**config.mk**
```make
export PLATFORM = sky130hd
export DESIGN_NAME = pp_accumulator
export DESIGN_NICKNAME = d
export VERILOG_FILES = /design/src/rtl/pp_accumulator_pkg.sv /design/src/rtl/pp_row_gen.sv /design/src/rtl/pp_accumulator.sv
export SDC_FILE = /design/constraint.sdc
export NUM_CORES = 1
export LEC_CHECK = 0
export CAP_MARGIN = 30
export CORE_MARGIN = 3
export CORE_UTILIZATION = 30
export CTS_CLUSTER_DIAMETER = 50
export DETAILED_ROUTE_END_ITERATION = 12
export GPL_ROUTABILITY_DRIVEN = 0
export SETUP_SLACK_MARGIN = 0.1
export SKIP_LAST_GASP = 1
export SLEW_MARGIN = 5
export SYNTH_ARGS = -nofsm -noshare
export SYNTH_HDL_FRONTEND = slang
export SYNTH_SLANG_ARGS = --single-unit
```
**constraint.sdc**
```tcl
create_clock -name clk -period 7.7 [get_ports clk]
set_clock_uncertainty 0.2 [all_clocks]
set_input_delay 1.54 -clock clk [delete_from_list [all_inputs] [get_ports clk]]
set_output_delay 1.54 -clock clk [all_outputs]
set_load 0.01 [all_outputs]
```
**src/rtl/pp_accumulator_pkg.sv**
```systemverilog
// rtl/pp_accumulator_pkg.sv - shared state encoding and default width for the shift-add multiplier
package pp_accumulator_pkg;

  localparam int PP_WIDTH = 16;

  typedef enum logic [1:0] {
    S_IDLE  = 2'd0,
    S_ACCUM = 2'd1,
    S_DONE  = 2'd2
  } pp_state_t;

endpackage

```
**src/rtl/pp_row_gen.sv**
```systemverilog
// rtl/pp_row_gen.sv - one partial-product row: a gated by the selected multiplier bit
module pp_row_gen #(
  parameter int WIDTH = 16,
  parameter int CW    = 4
) (
  input  logic [WIDTH-1:0] a_reg,
  input  logic [WIDTH-1:0] b_reg,
  input  logic [CW-1:0]    sel,
  output logic [WIDTH-1:0] row
);

  assign row = a_reg & {WIDTH{b_reg[sel]}};

endmodule

```
**src/rtl/pp_accumulator.sv**
```systemverilog
// rtl/pp_accumulator.sv - sequential unsigned multiplier, one partial-product row per cycle
module pp_accumulator
  import pp_accumulator_pkg::*;
#(
  parameter int WIDTH = PP_WIDTH
) (
  input  logic               clk,
  input  logic               rst,
  input  logic               in_valid,
  output logic               in_ready,
  input  logic [WIDTH-1:0]   a,
  input  logic [WIDTH-1:0]   b,
  output logic               out_valid,
  input  logic               out_ready,
  output logic [2*WIDTH-1:0] product,
  output logic               busy
);

  localparam int CW = (WIDTH > 1) ? $clog2(WIDTH) : 1;
  localparam int PW = 2 * WIDTH;
  localparam logic [CW-1:0] LAST_ROW = CW'(WIDTH - 1);

  pp_state_t        state, state_nx;
  logic [WIDTH-1:0] a_reg, b_reg, row;
  logic [CW-1:0]    cnt;
  logic [PW-1:0]    acc;
  logic             accept;
  logic             last_row;

  pp_row_gen #(
    .WIDTH (WIDTH),
    .CW    (CW)
  ) u_row_gen (
    .a_reg (a_reg),
    .b_reg (b_reg),
    .sel   (cnt),
    .row   (row)
  );

  assign last_row = (cnt == LAST_ROW);

  always_ff @(posedge clk) begin
    if (rst) state <= S_IDLE;
    else     state <= state_nx;
  end

  always_comb begin
    state_nx  = state;
    in_ready  = 1'b0;
    out_valid = 1'b0;
    busy      = 1'b1;
    accept    = 1'b0;
    case (state)
      S_IDLE: begin
        in_ready = 1'b1;
        busy     = 1'b0;
        if (in_valid) begin
          accept   = 1'b1;
          state_nx = S_ACCUM;
        end
      end
      S_ACCUM: begin
        if (last_row) state_nx = S_DONE;
      end
      S_DONE: begin
        out_valid = 1'b1;
        if (out_ready) state_nx = S_IDLE;
      end
      default: begin
        state_nx = S_IDLE;
      end
    endcase
  end

  // Every row is added, even zero ones, so latency never depends on b.
  always_ff @(posedge clk) begin
    if (rst) begin
      a_reg <= '0;
      b_reg <= '0;
      acc   <= '0;
      cnt   <= '0;
    end else if (accept) begin
      a_reg <= a;
      b_reg <= b;
      acc   <= '0;
      cnt   <= '0;
    end else if (state == S_ACCUM) begin
      acc <= acc + ({{WIDTH{1'b0}}, row} << cnt);
      if (!last_row) cnt <= cnt + 1'b1;
    end
  end

  assign product = acc;

endmodule

```
==> results of run 1 <==
## worst paths after layout
path | slack, ps | to
worst max register to register | 3010 | product[30]$_SDFFE_PP0N_
worst min-delay path | 260 | b_reg[8]$_SDFFE_PP0P_
worst min register to register | 260 | b_reg[8]$_SDFFE_PP0P_
worst max-delay path | 3010 | product[30]$_SDFFE_PP0N_
## layout by cell type, fill, tap and decap left out, types with 3 or more instances in the layout
master | Yosys | routed
nor2b_1 | 7 | 6
clkdlybuf4s50_1 | 0 | 70
ha_1 | 32 | 32
o211ai_1 | 3 | 3
nand2b_1 | 3 | 3
nand4_1 | 7 | 7
o21ai_0 | 27 | 27
a211oi_1 | 9 | 9
a31oi_1 | 6 | 6
or3_1 | 5 | 5
nor2_1 | 52 | 52
a21oi_1 | 86 | 86
inv_1 | 7 | 7
mux4_2 | 10 | 10
o22ai_1 | 6 | 6
a22o_1 | 11 | 11
nor3b_1 | 3 | 3
and3_1 | 3 | 3
and2_1 | 6 | 6
mux2i_1 | 8 | 8
o21a_1 | 12 | 12
xnor2_1 | 12 | 12
xor2_1 | 16 | 16
nand2_1 | 144 | 144
buf_4 | 0 | 8
a21o_1 | 11 | 11
clkbuf_16 | 0 | 9
nand3_1 | 16 | 16
dfxtp_1 | 70 | 70
nor3_1 | 10 | 10
o21bai_1 | 5 | 5
mux2_2 | 9 | 9
## per-stage QoR
step / area [sq um] / hold slack, ps / utilization / power [W]
5_1_grt: 6290 / 290 / 0.388 / 0.000984
3_5_place_dp: 5950 / 253 / 0.367 / 0.000506
2_1_floorplan: 5080 / 233 / - / 0.000461
4_1_cts: 6280 / 261 / 0.387 / 0.000958
6_report: 6290 / 258 / 0.388 / 0.000947
3_3_place_gp: 5950 / 248 / 0.367 / 0.000505
## report_power, final
part / switching [W] / internal, W
Clock: 0.000158 / 0.000291
Sequential: 0.0000108 / 0.000375
Combinational: 0.0000621 / 0.0000509
Total: 0.000231 / 0.000716
## routing by layer
| layer | up-vias | routed length (microns) | part of all wire | global-route usage |
|---|---|---|---|---|
| li1 | 2491 | - | - | - |
| met1 | 2240 | 6890 | 0.49 | 0.220 |
| met2 | 116 | 6120 | 0.44 | 0.230 |
| met3 | 12 | 697 | 0.050 | 0.0340 |
| met4 | 0 | 214 | 0.015 | 0.0510 |
| met5 | - | 0 | 0 | 0 |
## worst max-delay path, delay by kind of cell (launching register included)
family | cells | cell delay, ps
adders and majority gates | 1 | 390
AOI/OAI and AO/OA | 5 | 1020
DFF | 1 | 820
muxes | 1 | 740
buffers and inverters | 1 | 370
and+or+nand+nor | 4 | 920
xor gates and xnor gates | 1 | 110
## kinds of logic after synthesis
kind of cell               share of synthesized area
AOI/OAI and AO/OA                              0.251
xor gates and xnor gates                      0.0483
adders and majority gates                     0.0828
buffers and inverters                         0.0372
DFF                                            0.276
muxes                                         0.0801
and+or+nand+nor                                0.224
## area by class of cell
class | count | area share
clock inverters | 5 | 0.0133
multi-input cells | 552 | 0.554
inverters | 9 | 0.00537
flip-flops and latches | 70 | 0.223
well taps | 216 | 0.0430
repair buffers | 79 | 0.123
clock buffers | 10 | 0.0380
==> impl_results.md, run 1 <==
* Layout Cells excl Fill at 941
* Area leader, netlist: dfxtp_1
* TNS Setup at 0 ps
* Unrepaired setup endpoints after global routing: false
* CTS Buf Count at 9
* Fin. Hold Viols at 0
* Final HPWL DP at 10.5 mm
* Worst Tran Pin Value at 956 ps
* Slowest cell delay on critical path at 820 ps
* Slowest cell on crit path: dfxtp_1
* Pre-CTS setup slack at 3020 ps
* CORE AREA at 0.0162 sq mm
* Clock buffer depth at 2
* Antenna cells at 0
* Io pins at 71
* Via count at 4,859
* Critical path startpoint: cnt[1]$_SDFFE_PP0P_
* Crit path DAT at 4720 ps
* FF+latch area at 0.00140 sq mm
* Outcome: complete, no violations
* WHS Path Cells at 2
* Crit Path Max Fanout at 25
* Worst Hold Class: reg -> reg
* Synth top area cells: dfxtp_1 (28%), nand2_1 (11%), a21oi_1 (8.5%), ha_1 (7.9%), mux4_2 (4.4%)
* Worst R2R Path Depth at 13
* First-pass GRT wire length at 22.9 mm
* Min Tclk post-route at 4690 ps
* Post-synth EDFFs at 0
* Lkg Pwr at 2.46 nW
* Count of different cell masters after synthesis at 61
* Max IR drop VDD at 0.0968 mV
* Final net count at 790
* CP required at 7740 ps
* Synth cell count leaders: nand2_1 (144), a21oi_1 (86), dfxtp_1 (70), nor2_1 (52), ha_1 (32)
* Placed cell count at 925
* Worst-path cell chain: inv_1, mux4_2, nand3_1, o21ai_0, nor2_1, a21oi_1, ha_1, nand4_1, or3_1, o221a_2, o31ai_1, xor2_1, a22o_1
* Vias in the first global route at 4,463
* Async S/R FF share, synth at 0
* Starting Density at 0.313
* Area taken by multi-input logic gates at 0.00349 sq mm
* Drt first pass iters at 5
* Ys Warns at 0
* CTS tree: done
* # rows at 46
* Area growth syn-to-layout at 24.0%
* Crit Path Category: reg -> reg
* Pins Over Slew Limit at 0
* Worst Hold Launch: b_reg[8]$_SDFFE_PP0P_
* DRC at 0
* Initial antenna violation count at 0
* DRT iter0 DRCs at 432
* CP startpoint kind: register
* Worst r2r src: cnt[1]$_SDFFE_PP0P_
* Final Worst Setup Slack at 3010 ps
* Slew margin rel. at 0.360
* Htree depth at 3
* Hold_buf cts at 0
* Fillers at 1,707
* Crit. End Element: register
* Netlist Area Pre-Place at 0.00508 sq mm
* Worst-Skew Late Latency at 340 ps
* CTS resizes at 0
* Final count of negative-setup-slack endpoints at 0
* WL/cell at 14.8 microns
* Top_reg_cell synth: dfxtp_1
* GRT Util Overall at 0.154
* Largest net degree at the start of global routing at 38
* Post-synth top area share at 0.276
* Total wire length at 13.9 mm
* Syn nets at 740
* Max-capacitance violation count at 0
* Routed Antenna Nets at 0
* Grt total ovfl at 0
* Reg clk slew, reported paths at 60 ps
* Most instantiated library cell after synthesis: nand2_1
* Power density cells at 151 mW/mm^2
* Ratio of cells with drive above 1 in the final layout at 0.0759
* Die X at 136 microns
* Seq cells post-synth at 70
* CTS root buf: clkbuf_16
* Syn Inst Count at 671
* Setup Fix Bufs, Post-CTS at 0
* Post-Syn Area per Cell at 7.57 sq um
* Die ar. at 0.0185 sq mm
* Period utilization at 0.608
* Sequential element share of the synthesized area at 0.276
* DIE HEIGHT at 136 microns
* IO buf count at 70
* Max FFs per register at 32
* Achievable frequency at 213 MHz
* Clk sink count at 70
* Vias/cell at 5.16
Note: power is estimated with default switching activity, not from simulation.
==> run 2: changes to the inputs <==
- clock period: 7.7 -> 4.6 ns (I/O delays scaled with it)
==> impl_results.md, run 2 (synthesis results as in run 1) <==
* Worst Hold Class: reg -> reg
* Via count at 4,905
* Global Route met2 Usage at 0.231
* Lkg Pwr at 2.50 nW
* Max IR drop VDD at 0.179 mV
* Achievable frequency at 232 MHz
* Area growth syn-to-layout at 26.1%
* Worst Tran Pin Value at 1000 ps
* Reg clk slew, reported paths at 60 ps
* Final HPWL DP at 10.9 mm
* Met1 Track Usage GR at 0.222
* Antenna cells at 0
* FF+latch area at 0.00141 sq mm
* DIE HEIGHT at 136 microns
* # rows at 46
* Slowest cell on crit path: mux4_2
* Htree depth at 3
* Worst-path cell chain: mux4_2, mux4_2, buf_4, nand3b_1, o21ai_0, ha_1, a21oi_1, o22ai_1, a21oi_1, o21bai_1, a211oi_1, nand2_1, xor2_1, a22o_1
* CTS root buf: clkbuf_16
* Total wire length at 14.4 mm
* Crit. End Element: register
* Max FFs per register at 32
* Final count of negative-setup-slack endpoints at 0
* DRC at 0
* Period utilization at 0.938
* Io pins at 71
* CP startpoint kind: register
* Area taken by multi-input logic gates at 0.00355 sq mm
* Initial antenna violation count at 0
* Die ar. at 0.0185 sq mm
* CTS Buf Count at 9
* Grt total ovfl at 0
* Worst-Skew Late Latency at 350 ps
* CORE AREA at 0.0162 sq mm
* Unrepaired setup endpoints after global routing: false
* Vias in the first global route at 4,425
* IO buf count at 70
* Outcome: complete, no violations
* Largest net degree at the start of global routing at 35
* Ratio of cells with drive above 1 in the final layout at 0.0877
* Crit Path Max Fanout at 11
* WL/cell at 15.2 microns
* First-pass GRT wire length at 22.8 mm
* CTS tree: done
* Fillers at 1,703
* Vias/cell at 5.18
* Setup Fix Bufs, Post-CTS at 0
* Pins Over Slew Limit at 0
* Delay-heaviest family, CP: compound AO/OA/AOI/OAI gates
* Slowest cell delay on critical path at 610 ps
* Clk sink count at 70
* TNS Setup at 0 ps
* Max-capacitance violation count at 0
* GRT Util Overall at 0.154
* Die X at 136 microns
* Power density cells at 250 mW/mm^2
* Final hold slack at 256 ps
* Min Tclk post-route at 4310 ps
* Starting Density at 0.313
* Clock buffer depth at 2
* CP required at 4640 ps
* Buf+Inv Stages, Crit Path at 1
* Commonest non-fill, non-tap cells in the layout: nand2_1 (144), a21oi_1 (85), clkdlybuf4s50_1 (70)
* Slew margin rel. at 0.330
* Routed Antenna Nets at 0
* Fin. Hold Viols at 0
* Drt first pass iters at 5
* Layout Cells excl Fill at 946
* Global-route track usage on met3 at 0.0318
* Final core utilization at 0.394
* Crit path DAT at 4360 ps
* Most used routing layer: met2
* Final net count at 794
* DRT iter0 DRCs at 343
* Crit Path Category: reg -> reg
* Placed cell count at 928
* Commonest non-fill, non-tap cell in the layout: nand2_1
-- run 2: cell count changes in the layout (fill, tap and decap cells not counted), moves of 2 or more --
cell and delta:
a31oi_1 -2, inv_6 +2, o21ai_0 -2, a31oi_2 +2
-- run 2: per-stage QoR --
stage | cell area (sq um) | total power [W] | worst slack, ps
floorplan | 5080 | 0.000772 | 298
global placement | 5990 | 0.000848 | 107
detailed placement | 5990 | 0.000848 | 112
CTS | 6320 | 0.00161 | 139
global route | 6400 | 0.00167 | 111
finish | 6400 | 0.00160 | 285
-- run 2: tightest hold or removal path, delay by kind of cell (launching register included) --
kind	cells	cell delay (ps)
compound gates	1	50
simple gates	1	50
flops	1	310
-- run 2: path summary, 6_finish.rpt --
path	from	to	slack [ps]	depth (start not counted)
setup / recovery	cnt[0]$_SDFFE_PP0P_	product[29]$_SDFFE_PP0N_	290	14
hold / removal	b_reg[15]$_SDFFE_PP0P_	b_reg[15]$_SDFFE_PP0P_	260	2
setup reg to reg	cnt[0]$_SDFFE_PP0P_	product[29]$_SDFFE_PP0N_	290	14
hold reg to reg	b_reg[15]$_SDFFE_PP0P_	b_reg[15]$_SDFFE_PP0P_	260	2
-- run 2: final cells by class --
class | count | area share
clock buffer | 10 | 0.0358
clock inverter | 6 | 0.0147
inverter | 9 | 0.00528
multi-input combinational | 553 | 0.555
sequential | 70 | 0.220
tap | 216 | 0.0422
timing repair buffer | 82 | 0.127
-- run 2: where the power goes --
group          switching (W)  internal (W)
logic               0.000107     0.0000890
registers          0.0000180      0.000627
clock network       0.000281      0.000479
-- run 2: repair_timing --
item                       CTS  global route
gates cloned                 0             1
gates resized for setup      1            10
pin swaps                    0             0
setup endpoints to repair    1            14
hold buffers                 0             0
-- run 2: routing by layer --
metal | vias up | share of wire
met2 | 120 | 0.44
met1 | 2254 | 0.50
met3 | 14 | 0.053
li1 | 2517 | -
met4 | 0 | 0.014
met5 | - | 0
